===== config.mk =====
export PLATFORM = sky130hd
export DESIGN_NAME = rs_regfile
export DESIGN_NICKNAME = d
export VERILOG_FILES = /design/src/rtl/rs_regfile_pkg.sv /design/src/rtl/rs_regfile_cdb_match.sv /design/src/rtl/rs_regfile.sv
export SDC_FILE = /design/constraint.sdc
export NUM_CORES = 1
export LEC_CHECK = 0
export CORE_ASPECT_RATIO = 2
export CORE_MARGIN = 2
export CORE_UTILIZATION = 42
export DETAILED_ROUTE_END_ITERATION = 16
export GPL_TIMING_DRIVEN = 0
export PLACE_DENSITY = 0.86
export SYNTH_ARGS = -nofsm -noshare
export SYNTH_HDL_FRONTEND = slang
export SYNTH_SLANG_ARGS = --single-unit

===== constraint.sdc =====
create_clock -name clk -period 2.1 [get_ports clk]
set_input_delay 0.42 -clock clk [delete_from_list [all_inputs] [get_ports clk]]
set_output_delay 0.42 -clock clk [all_outputs]
set_load 0.02 [all_outputs]

===== src/rtl/rs_regfile_pkg.sv =====
// Shared tag constants and reservation-station IDs for the register-status table.
package rs_pkg;

  localparam int TAG_W_DEF = 4;

  localparam logic [TAG_W_DEF-1:0] TAG_NONE = 4'd0;
  localparam logic [TAG_W_DEF-1:0] ADD_0    = 4'd1;
  localparam logic [TAG_W_DEF-1:0] ADD_1    = 4'd2;
  localparam logic [TAG_W_DEF-1:0] MULT_0   = 4'd3;
  localparam logic [TAG_W_DEF-1:0] MULT_1   = 4'd4;
  localparam logic [TAG_W_DEF-1:0] FETCH_0  = 4'd5;
  localparam logic [TAG_W_DEF-1:0] FETCH_1  = 4'd6;
  localparam logic [TAG_W_DEF-1:0] STORE_0  = 4'd7;
  localparam logic [TAG_W_DEF-1:0] STORE_1  = 4'd8;

endpackage


===== src/rtl/rs_regfile_cdb_match.sv =====
// Priority match of one waiting tag against all CDB channels; lowest channel wins,
// and a zero tag never matches.
module cdb_match #(
  parameter int TAG_W  = 4,
  parameter int DATA_W = 8,
  parameter int NCDB   = 3
) (
  input  logic [TAG_W-1:0]       tag,
  input  logic [NCDB-1:0]        cdb_vld,
  input  logic [NCDB*TAG_W-1:0]  cdb_tag,
  input  logic [NCDB*DATA_W-1:0] cdb_data,
  output logic                   hit,
  output logic [DATA_W-1:0]      data
);

  // Scan from the highest channel down so the lowest matching channel is written last.
  always_comb begin
    hit  = 1'b0;
    data = '0;
    for (int c = NCDB - 1; c >= 0; c--) begin
      if (cdb_vld[c] && (tag != '0) && (cdb_tag[c*TAG_W +: TAG_W] == tag)) begin
        hit  = 1'b1;
        data = cdb_data[c*DATA_W +: DATA_W];
      end else begin
        hit  = hit;
        data = data;
      end
    end
  end

endmodule


===== src/rtl/rs_regfile.sv =====
// Register file with rename-tag table, CDB capture and dual-issue operand lookup.
// Optional same-cycle CDB bypass on operand reads: RS_REGFILE_BYPASS_EN.
module rs_regfile
  import rs_pkg::*;
#(
  parameter int NREG   = 4,
  parameter int DATA_W = 8,
  parameter int TAG_W  = TAG_W_DEF,
  parameter int NCDB   = 3,
  localparam int RW    = $clog2(NREG)
) (
  input  logic                   clk,
  input  logic                   rst,
  input  logic                   flush,
  input  logic [1:0]             iss_vld,
  input  logic [2*RW-1:0]        iss_dst,
  input  logic [2*TAG_W-1:0]     iss_tag,
  input  logic [4*RW-1:0]        src_idx,
  output logic [4*DATA_W-1:0]    src_val,
  output logic [4*TAG_W-1:0]     src_tag,
  output logic [3:0]             src_rdy,
  input  logic [NCDB-1:0]        cdb_vld,
  input  logic [NCDB*TAG_W-1:0]  cdb_tag,
  input  logic [NCDB*DATA_W-1:0] cdb_data,
  output logic [NREG*DATA_W-1:0] regs
);

  logic [DATA_W-1:0] val_q [NREG];
  logic [DATA_W-1:0] val_d [NREG];
  logic [TAG_W-1:0]  tag_q [NREG];
  logic [TAG_W-1:0]  tag_d [NREG];
  logic [NREG-1:0]   cap_hit;
  logic [DATA_W-1:0] cap_data [NREG];
  logic [RW-1:0]     op_idx [4];

  for (genvar g = 0; g < NREG; g++) begin : g_match
    cdb_match #(.TAG_W(TAG_W), .DATA_W(DATA_W), .NCDB(NCDB)) u_match (
      .tag      (tag_q[g]),
      .cdb_vld  (cdb_vld),
      .cdb_tag  (cdb_tag),
      .cdb_data (cdb_data),
      .hit      (cap_hit[g]),
      .data     (cap_data[g])
    );
  end

  // Next state: capture first, then renames (slot 1 last) or flush override the tag.
  always_comb begin
    for (int r = 0; r < NREG; r++) begin
      val_d[r] = val_q[r];
      tag_d[r] = tag_q[r];
      if (cap_hit[r]) begin
        val_d[r] = cap_data[r];
        tag_d[r] = '0;
      end else begin
        val_d[r] = val_q[r];
      end
      if (flush) begin
        tag_d[r] = '0;
      end else begin
        for (int s = 0; s < 2; s++) begin
          if (iss_vld[s] && (iss_dst[s*RW +: RW] == RW'(r))) begin
            tag_d[r] = iss_tag[s*TAG_W +: TAG_W];
          end else begin
            tag_d[r] = tag_d[r];
          end
        end
      end
    end
  end

  // State registers with synchronous reset to all-ready, all-zero.
  always_ff @(posedge clk) begin
    if (rst) begin
      for (int r = 0; r < NREG; r++) begin
        val_q[r] <= '0;
        tag_q[r] <= '0;
      end
    end else begin
      for (int r = 0; r < NREG; r++) begin
        val_q[r] <= val_d[r];
        tag_q[r] <= tag_d[r];
      end
    end
  end

  // Flatten register values, register 0 in the LSBs.
  always_comb begin
    regs = '0;
    for (int r = 0; r < NREG; r++) begin
      regs[r*DATA_W +: DATA_W] = val_q[r];
    end
  end

  // Operand lookup; operands 2 and 3 belong to slot 1 and see slot 0's rename.
  always_comb begin
    src_val = '0;
    src_tag = '0;
    src_rdy = '0;
    for (int i = 0; i < 4; i++) begin
      op_idx[i] = src_idx[i*RW +: RW];
      src_val[i*DATA_W +: DATA_W] = val_q[op_idx[i]];
      src_tag[i*TAG_W +: TAG_W]   = tag_q[op_idx[i]];
      if ((i >= 2) && iss_vld[0] && (iss_dst[RW-1:0] == op_idx[i])) begin
        src_rdy[i] = 1'b0;
        src_tag[i*TAG_W +: TAG_W] = iss_tag[TAG_W-1:0];
`ifdef RS_REGFILE_BYPASS_EN
      end else if (cap_hit[op_idx[i]]) begin
        src_rdy[i] = 1'b1;
        src_val[i*DATA_W +: DATA_W] = cap_data[op_idx[i]];
        src_tag[i*TAG_W +: TAG_W]   = '0;
`endif
      end else if (tag_q[op_idx[i]] == '0) begin
        src_rdy[i] = 1'b1;
        src_tag[i*TAG_W +: TAG_W] = '0;
      end else begin
        src_rdy[i] = 1'b0;
      end
    end
  end

endmodule


==> impl_metrics.toml, run 1 <==
[status]
outcome = "finished, violations left"
violations = "setup timing"

[detailed_routing]
drtIter0Drc = 679
viasPerCell = 6.79
routedWlPerCell_um = 26.4
drc = 0
first_pass_iters = 7
routed_wl_mm = 20.2
vias = 5211
postRouteAntennaNets = 0

[yosys]
yosys_warnings = 0
synth_top_area_share_pct = 21.7
avgSynthCellArea_um2 = 9.67
synth_edf_count = 0
muxShareOfSynthArea_pct = 31.3
synth_fa_ha_area_share_pct = 0
yosys.area_share.simple_pct = 19.5
ys_top_cells_by_area = "mux4_2 22%, dfxtp_1 21%, o221ai_1 6.1%, xnor2_1 5.9%, mux2i_1 5.3%"
synth_flop_cell = "dfxtp_1"
syn_area_mm2 = 0.00456
async_flop_share_pct = 0
synth_top_family_by_area = "multiplexers"
synth-xor-area-share_pct = 8.83
synth_compound_area_share_pct = 13.2
syn-num-nets = 536
synth-seq-cells = 48
ys_types = 48
synth_largest_area_cell = "mux4_2"
netlist_instances = 472
seq_area_frac_synth_pct = 21.1

[setup_path]
arrival_ns = 1.84
crit_path_end_kind = "primary output"
cp-start-kind = "flip-flop"
crit_type = "reg2out"
required_ns = 1.68
reg2reg_depth = 7
crit_fanout = 8

[clock_tree]
ctsHtreeMaxLevel = 2
path_clk_slew_ns = 0.07
cts_tree = "done"
cts_made_buffers = 5
clock_path_buffers = 2
insertion_delay_ns = 0.30
clockRootBuffer = "clkbuf_16"
clkSinkCount = 48

[place]
dp_slack_ns = -1.35
place_congestion = 0.965
io_buffers = 139
dp_hpwl_mm = 14.3

[layout]
regArea_um2 = 995
antennaDiodeCount = 0
fillers = 834
layout.nets = 694
syn_to_final_growth_pct = 47.6
layout-drive-gt1-share_pct = 30.3
multiInputGateArea_mm2 = 0.00349

[die]
die_area_mm2 = 0.0118
rows = 53
initial_core_util_pct = 43.3
core_area_mm2 = 0.0105
die_h_um = 151
pin_count = 148
die_w_um = 77.7

[min_path]
hold_class = "reg2reg"
hold_depth = 2

[pwr]
peakVddDrop_v = 0.000431
p_per_area_mw_per_mm2 = 388
p_leak_nw = 2.52

[global_route]
grt_pass1_vias = 5328
grt_antenna_before_repair = 0
grt_pass1_wl_mm = 29.8
grt_start_max_net_pins = 15
groute.usage.overall_pct = 34.1
overflow = 0

[timing]
finalHoldViolations = 0
fin_crit_ns = 2.26
finalSetupViolCount = 10
final-max-slew-violation-count = 0
tns_ns = -0.553
rsz0062_at_grt = "yes"
finalClockSkew_ns = 0.00754
max_clock_freq_mhz = 443
tightest_slew_ns = 0.570
final.period_utilization_pct = 107
final.setup.worst_slack_ns = -0.155
slew_headroom_pct = 61.9

[run]
max_cap_viol_count = 0
==> placed cells by master, fill, tap and decap left out, types with 9 or more instances in the layout <==
cell type / instances
xor2_1: 15
clkdlybuf4s50_1: 72
o221ai_1: 32
buf_6: 13
and3_1: 9
dfxtp_1: 33
clkbuf_2: 12
dlygate4sd2_1: 31
mux4_2: 48
buf_2: 11
a21oi_1: 9
nor2_1: 9
xnor2_1: 29
a22oi_1: 12
dfxtp_2: 9
mux2i_1: 24
buf_4: 28
nand2_1: 55
==> state kept, by name (all words and copies together), names as in the netlist <==
register	flops
val_q	32
tag_q	16
==> critical path: stages, from the launching register on <==
cell	delay, ns
dfxtp_2	0.32
buf_8	0.14
mux4_2	0.49
nor4_1	0.27
and2_1	0.19
buf_6	0.12
==> area by class of cell <==
| type | count | area share [%] |
|---|---|---|
| plain buffers | 31 | 4.55 |
| clock inverters | 1 | 0.130 |
| flip-flops and latches | 48 | 14.8 |
| clock buffers | 6 | 2.06 |
| inverters | 8 | 0.446 |
| multi-input cells | 367 | 51.9 |
| repair buffers | 169 | 23.6 |
| well taps | 137 | 2.55 |
==> per-layer routing <==
| layer | up-vias | part of all wire, % | wire [um] | track usage [%] |
|---|---|---|---|---|
| li1 | 2154 | - | - | - |
| met2 | 443 | 52 | 10500 | 60.3 |
| met1 | 2470 | 30 | 6040 | 33.9 |
| met5 | - | 0 | 0 | 0 |
| met4 | 0 | 10 | 2040 | 30.4 |
| met3 | 144 | 8.2 | 1650 | 5.01 |
==> power by group <==
| group | switching (mW) | leakage [nW] | internal [mW] |
|---|---|---|---|
| sequential | 0.0379 | 0.397 | 0.922 |
| clock | 0.367 | 0.0729 | 0.470 |
| combinational | 0.412 | 2.05 | 0.403 |
==> final timing paths <==
path / start / to / slack, ns
worst max-delay path: tag_q[3][3] / src_rdy[3] / -0.16
worst min-delay path: val_q[2][4] / val_q[2][4] / 0.54
worst max register to register: tag_q[3][2] / tag_q[3][2] / -0.02
worst min register to register: val_q[2][4] / val_q[2][4] / 0.54
==> kinds of logic after synthesis <==
| family | after synthesis |
|---|---|
| AO/OA/AOI/OAI | 80 |
| XOR/XNOR | 46 |
| buffers and inverters | 57 |
| flip-flops | 48 |
| multiplexers | 80 |
| AND/OR/NAND/NOR | 161 |
==> metrics by stage <==
stage                     area (um^2)  std cells  utilization, %  hold WS (ns)  power, mW
after CTS                        6600        758            62.6         0.539       2.57
after global placement           6160        748            58.4         0.505       1.67
final                            6740        767            63.9         0.535       2.61
after floorplan                  4600        472               -         0.574       1.35
after detailed placement         6160        748            58.4         0.527       1.69
after global routing             6740        767            63.9         0.579       2.68
==> cells in the mapped netlist, types with 2 or more instances <==
| cell | instances |
|---|---|
| nand2_1 | 55 |
| dfxtp_1 | 48 |
| mux4_2 | 44 |
| o221ai_1 | 32 |
| xnor2_1 | 31 |
| mux2i_1 | 24 |
| clkbuf_1 | 21 |
| xor2_1 | 15 |
| a22oi_1 | 12 |
| a21oi_1 | 11 |
| buf_1 | 11 |
| nand2b_1 | 11 |
| and3_1 | 9 |
| buf_2 | 9 |
| nor2_1 | 9 |
| a221oi_1 | 8 |
| inv_1 | 8 |
| mux2_2 | 8 |
| nand3_1 | 8 |
| nand4b_1 | 8 |
| nor2b_1 | 8 |
| nor4_1 | 8 |
| nor3_1 | 7 |
| o21ai_0 | 6 |
| and2_1 | 5 |
| nand4_1 | 5 |
| or4_1 | 5 |
| a31oi_1 | 4 |
| mux4_1 | 4 |
| nand3b_1 | 4 |
| o22ai_1 | 4 |
| or2_2 | 4 |
| or3_1 | 4 |
| and4_1 | 3 |
| buf_6 | 3 |
| clkbuf_2 | 2 |
| clkbuf_8 | 2 |
| or3b_2 | 2 |
==> timing repair <==
item / in CTS / in global routing
hold buffers: 0 / 0
resized for setup: 233 / 42
endpoints found under the hold margin: 0 / 0
gates cloned: 4 / 0
endpoints found under the setup margin: 100 / 52
setup buffers: 17 / 9
pin swaps: 11 / 11
Power figures use the tool's default switching activity.
==> inputs of run 2 (changes only) <==
Settings changed: TNS_END_PERCENT set to 30.
==> run 2 against run 1 <==
The flow still finishes with violations (setup timing). Largest power group unchanged. Wire length rose by 3.8%. Critical endpoint is now src_rdy[2]. Register-to-register slack got worse by 0.03 ns. Setup slack better by 0.052 ns. First-iteration DRC count up 13%. Via count increased by 3.6%. Power up 2.3%. Non-clock buffer count up 12. Clock skew shrank 0.0028 ns.
==> impl_metrics.toml, run 2 (same netlist as run 1, synthesis figures left out) <==
[place]
place_congestion = 0.972
io_buffers = 139
dp_hpwl_mm = 13.9

[pwr]
power.total_mw = 2.67
p_per_area_mw_per_mm2 = 387
peakVddDrop_v = 0.000493
p_leak_nw = 2.55

[layout]
top_register = "val_q"
mostFrequentLayoutCells = "71 x clkdlybuf4s50_1, 55 x nand2_1, 48 x mux4_2, 36 x dfxtp_1, 34 x buf_4"
syn_to_final_growth_pct = 51.1
fillers = 821
reg.largest.list = "val_q (32), tag_q (16)"
largest_reg_flops = 32
layout-drive-gt1-share_pct = 32.8
layout.nets = 706
layout_commonest_cell = "clkdlybuf4s50_1"

[global_route]
grt_pass1_vias = 5454
grt_start_max_net_pins = 16
grt_pass1_wl_mm = 30.4
overflow = 0
groute.usage.overall_pct = 34.0
grt_antenna_before_repair = 0

[timing]
tightest_slew_ns = 0.629
final.setup.worst_slack_ns = -0.103
fin_crit_ns = 2.20
finalSetupViolCount = 12
final-max-slew-violation-count = 0
finalHoldViolations = 0
max_clock_freq_mhz = 454
tns_ns = -0.392
final.period_utilization_pct = 105
rsz0062_at_grt = "yes"
finalClockSkew_ns = 0.00477
slew_headroom_pct = 58.1

[detailed_routing]
vias = 5396
routed_wl_mm = 21.0
drc = 0
drtIter0Drc = 764
postRouteAntennaNets = 0
first_pass_iters = 7
routedWlPerCell_um = 26.9
viasPerCell = 6.91

[clock_tree]
insertion_delay_ns = 0.29
clkSinkCount = 48
clockRootBuffer = "clkbuf_16"
cts_made_buffers = 5
cts-hold-fix-buffers = 0
ctsHtreeMaxLevel = 2
clock_path_buffers = 2
path_clk_slew_ns = 0.07
cts_tree = "done"

[setup_path]
required_ns = 1.68
arrival_ns = 1.78
crit_type = "reg2out"
cp-start-kind = "flip-flop"
crit_fanout = 5
crit_path_end_kind = "primary output"

[status]
outcome = "finished, violations left"
violations = "setup timing"

[run]
max_cap_viol_count = 0

[die]
die_h_um = 151
rows = 53
die_w_um = 77.7
pin_count = 148
core_area_mm2 = 0.0105
die_area_mm2 = 0.0118
initial_core_util_pct = 43.3

[min_path]
hold_class = "reg2reg"
[run 2: cell count changes in the layout (fill, tap and decap cells not counted), moves of 3 or more]
cell | previous run | this run
clkdlybuf4s15_2 | 2 | 10
buf_4 | 28 | 34
dfxtp_4 | 6 | 1
dlygate4sd2_1 | 31 | 26
buf_6 | 13 | 17
clkbuf_4 | 0 | 3
dfxtp_1 | 33 | 36
mux2_2 | 3 | 6
mux2_4 | 5 | 2
[run 2: what timing repair did]
action | CTS | global route
pin swaps | 8 | 13
setup endpoints to repair | 100 | 57
gates cloned | 5 | 0
buffers inserted | 25 | 7
resized for setup | 247 | 51
[run 2: critical path: stages (launching register included)]
cell     delay (ns)
dfxtp_2        0.34
buf_8          0.13
mux4_2         0.49
nor4_2         0.25
and2_1         0.16
buf_6          0.12
[run 2: where the power goes]
| group | internal, mW | leakage [nW] | switching (mW) | total (mW) |
|---|---|---|---|---|
| sequential | 0.926 | 0.394 | 0.0333 | 0.959 |
| clock | 0.478 | 0.0773 | 0.389 | 0.867 |
| combinational | 0.419 | 2.08 | 0.426 | 0.845 |
[run 2: final timing paths]
check	startpoint	end	slack [ns]	depth (start not counted)
max	tag_q[3][3]	src_rdy[2]	-0.10	5
min	val_q[2][7]	val_q[2][7]	0.54	2
max reg2reg	tag_q[3][1]	tag_q[3][3]	-0.05	7
min reg2reg	val_q[2][7]	val_q[2][7]	0.54	2
[run 2: layout make-up]
cell class                 count  area, um^2  share of cell area, %
multi-input combinational    367        3520                   51.0
clock buffer                   6         139                   2.01
antenna                        1        2.50                 0.0363
timing repair buffer         176        1700                   24.7
inverter                       8        30.0                  0.435
buffer                        36         342                   4.95
clock inverter                 2        13.8                  0.200
sequential                    48         978                   14.2
tap                          137         171                   2.49
[run 2: per-layer routing]
metal | vias up | GRT usage (%) | routed length, um
li1 | 2172 | - | -
met1 | 2544 | 32.5 | 6300
met2 | 482 | 60.1 | 10400
met3 | 198 | 6.62 | 1940
met4 | 0 | 31.2 | 2320
met5 | - | 0 | 0
[run 2: stage by stage]
stage / util (%) / setup slack (ns) / cells / hold WS, ns / area, um^2
global route: 65.4 / -0.151 / 780 / 0.568 / 6890
floorplan: - / -0.0806 / 472 / 0.574 / 4600
detailed placement: 58.4 / -1.53 / 748 / 0.519 / 6160
CTS: 63.9 / -0.116 / 775 / 0.538 / 6730
finish: 65.4 / -0.103 / 781 / 0.539 / 6900
global placement: 58.4 / -1.49 / 748 / 0.511 / 6160
==> inputs of run 3 (changes only) <==
Settings changed: SETUP_SLACK_MARGIN set to 0.5.
==> run 3 against run 2 <==
The flow still finishes with violations (setup timing). Sequential share of layout area decreased by 2.6 points. Non-clock buffer count increased by 67. Flip-flop and latch count unchanged. Maximum frequency decreased by 13%. Utilization increased by 14 points. Largest power group is now combinational logic. Final cell count increased by 8.5%. Design area increased by 22%.
==> impl_metrics.toml, run 3 (same netlist as run 1, synthesis figures left out) <==
[status]
outcome = "finished, violations left"
violations = "setup timing"

[clock_tree]
cts_made_buffers = 5
clkSinkCount = 48
ctsHtreeMaxLevel = 2
cts-hold-fix-buffers = 0
clock_path_buffers = 2
clockRootBuffer = "clkbuf_16"
insertion_delay_ns = 0.31
cts_tree = "done"
path_clk_slew_ns = 0.07

[detailed_routing]
first_pass_iters = 5
postRouteAntennaNets = 0
routed_wl_mm = 26.8
drtIter0Drc = 689
viasPerCell = 7.17
drc = 0
vias = 6076
routedWlPerCell_um = 31.6

[min_path]
min-delay-start = "val_q[2][3]"
hold_depth = 2
hold_class = "reg2reg"
hold_path_end = "val_q[2][3]"

[layout]
regArea_um2 = 977
reg.largest.list = "val_q (32), tag_q (16)"
layout-drive-gt1-share_pct = 52.5
multiInputGateArea_mm2 = 0.00398
fillers = 535
largest_reg_flops = 32
syn_to_final_growth_pct = 84.2
top_register = "val_q"
layout_commonest_cell = "buf_6"
mostFrequentLayoutCells = "80 x buf_6, 52 x nand2_1, 51 x buf_4, 48 x mux4_2, 39 x clkdlybuf4s50_1"
layout.nets = 773

[timing]
slew_headroom_pct = 60.4
finalSetupViolCount = 52
tightest_slew_ns = 0.589
final-max-slew-violation-count = 0
final.setup.worst_slack_ns = -0.433
finalHoldViolations = 0
tns_ns = -7.17
final.period_utilization_pct = 121
fin_crit_ns = 2.53
rsz0062_at_grt = "yes"
finalClockSkew_ns = 0.00617
max_clock_freq_mhz = 395

[global_route]
overflow = 0
grt_pass1_vias = 5835
grt_antenna_before_repair = 1
groute.usage.overall_pct = 37.8
grt_pass1_wl_mm = 33.3
grt_start_max_net_pins = 15

[pwr]
p_per_area_mw_per_mm2 = 346
p_leak_nw = 3.32
clkPwrFrac_pct = 28.3
power.total_mw = 2.91
p_comb_share_pct = 39.2
p_int_mw = 1.94
switchingPower_uw = 972
peakVddDrop_v = 0.000414
p_seq_share_pct = 32.5
p_sw_share_pct = 33.4

[setup_path]
required_ns = 2.27
crit_type = "reg2reg"
reg2reg_depth = 9
crit_path_end_kind = "flip-flop"
r2r_start = "tag_q[3][3]"
rr_endpoint = "tag_q[3][2]"
crit_slowest_cell = "or4_4"
cp_common_cell = "buf_6"
crit_fanout = 5
worstPathCellList = "buf_8, buf_6, buf_6, or4_4, nand3_4, nor4_4, buf_6, or4_1, a31oi_1"
r2r_slack_ns = -0.43
max_stage_delay_ns = 0.57
cp-start-kind = "flip-flop"
arrival_ns = 2.71

[die]
die_h_um = 151
rows = 53
core_area_mm2 = 0.0105
die_w_um = 77.7
die_area_mm2 = 0.0118
initial_core_util_pct = 43.3
pin_count = 148

[run]
max_cap_viol_count = 0

[place]
io_buffers = 139
place_congestion = 0.943
dp_hpwl_mm = 14.3
==> run 3: changes by cell type in the layout (fill, tap and decap cells not counted), moves of 12 or more <==
cell             delta
buf_12             +19
buf_4              +17
buf_6              +63
buf_8              +14
clkdlybuf4s50_1    -32
dlygate4sd2_1      +12
o221ai_1           -24
o221ai_2           +23
==> run 3: worst max path at each step <==
stage / start / endpoint / slack, ns
2_1_floorplan: src_idx[0] / src_rdy[0] / 0.18
3_3_place_gp: src_idx[6] / src_rdy[3] / -1.23
3_5_place_dp: src_idx[4] / src_rdy[2] / -1.23
4_1_cts: tag_q[2][3] / src_rdy[3] / -0.18
5_1_grt: tag_q[3][3] / tag_q[3][2] / -0.48
6_report: tag_q[3][3] / tag_q[3][2] / -0.43
==> run 3: cell type report <==
| type | count | area share [%] |
|---|---|---|
| Antenna cell | 1 | 0.0298 |
| Sequential cell | 48 | 11.6 |
| Clock inverter | 2 | 0.149 |
| Inverter | 8 | 0.357 |
| Buffer | 49 | 7.70 |
| Multi-Input combinational cell | 367 | 47.4 |
| Timing Repair Buffer | 230 | 29.2 |
| Tap cell | 137 | 2.04 |
| Clock buffer | 5 | 1.49 |
==> run 3: power groups by stage <==
stage	clock network, mW	logic [mW]	registers [mW]
3_5_place_dp	0	0.806	0.961
6_report	0.825	1.14	0.946
5_1_grt	0.836	1.16	0.947
3_3_place_gp	0	0.792	0.960
2_1_floorplan	0	0.455	0.968
4_1_cts	0.783	1.00	0.942
==> run 3: repair_timing <==
action,in CTS,in global routing
gates cloned,3,1
endpoints found under the setup margin,132,100
pin swaps,40,40
buffers inserted,60,27
resized for setup,492,103
==> run 3: worst max-delay path, delay by kind of cell, from the launching register on <==
kind,cells,cell delay [ns]
flip-flops,1,0.33
AND/OR/NAND/NOR,4,1.19
AO/OA/AOI/OAI,1,0.37
buffers and inverters,4,0.52
==> run 3: through the flow <==
stage	utilization, %	cell area (um^2)	std cells	hold WS (ns)	setup slack, ns
global route	79.7	8410	847	0.561	-0.482
floorplan	-	4980	472	0.572	0.183
global placement	62.1	6550	748	0.512	-1.23
detailed placement	62.1	6550	748	0.516	-1.23
finish	79.7	8410	847	0.537	-0.433
CTS	73.8	7780	818	0.503	-0.176
==> run 3: layer usage <==
metal,vias up,global-route usage (%),routed length (um)
li1,2323,-,-
met1,2873,36.6,8060
met2,634,65.4,12800
met3,246,9.18,2810
met4,0,33.8,3080
met5,-,0,0
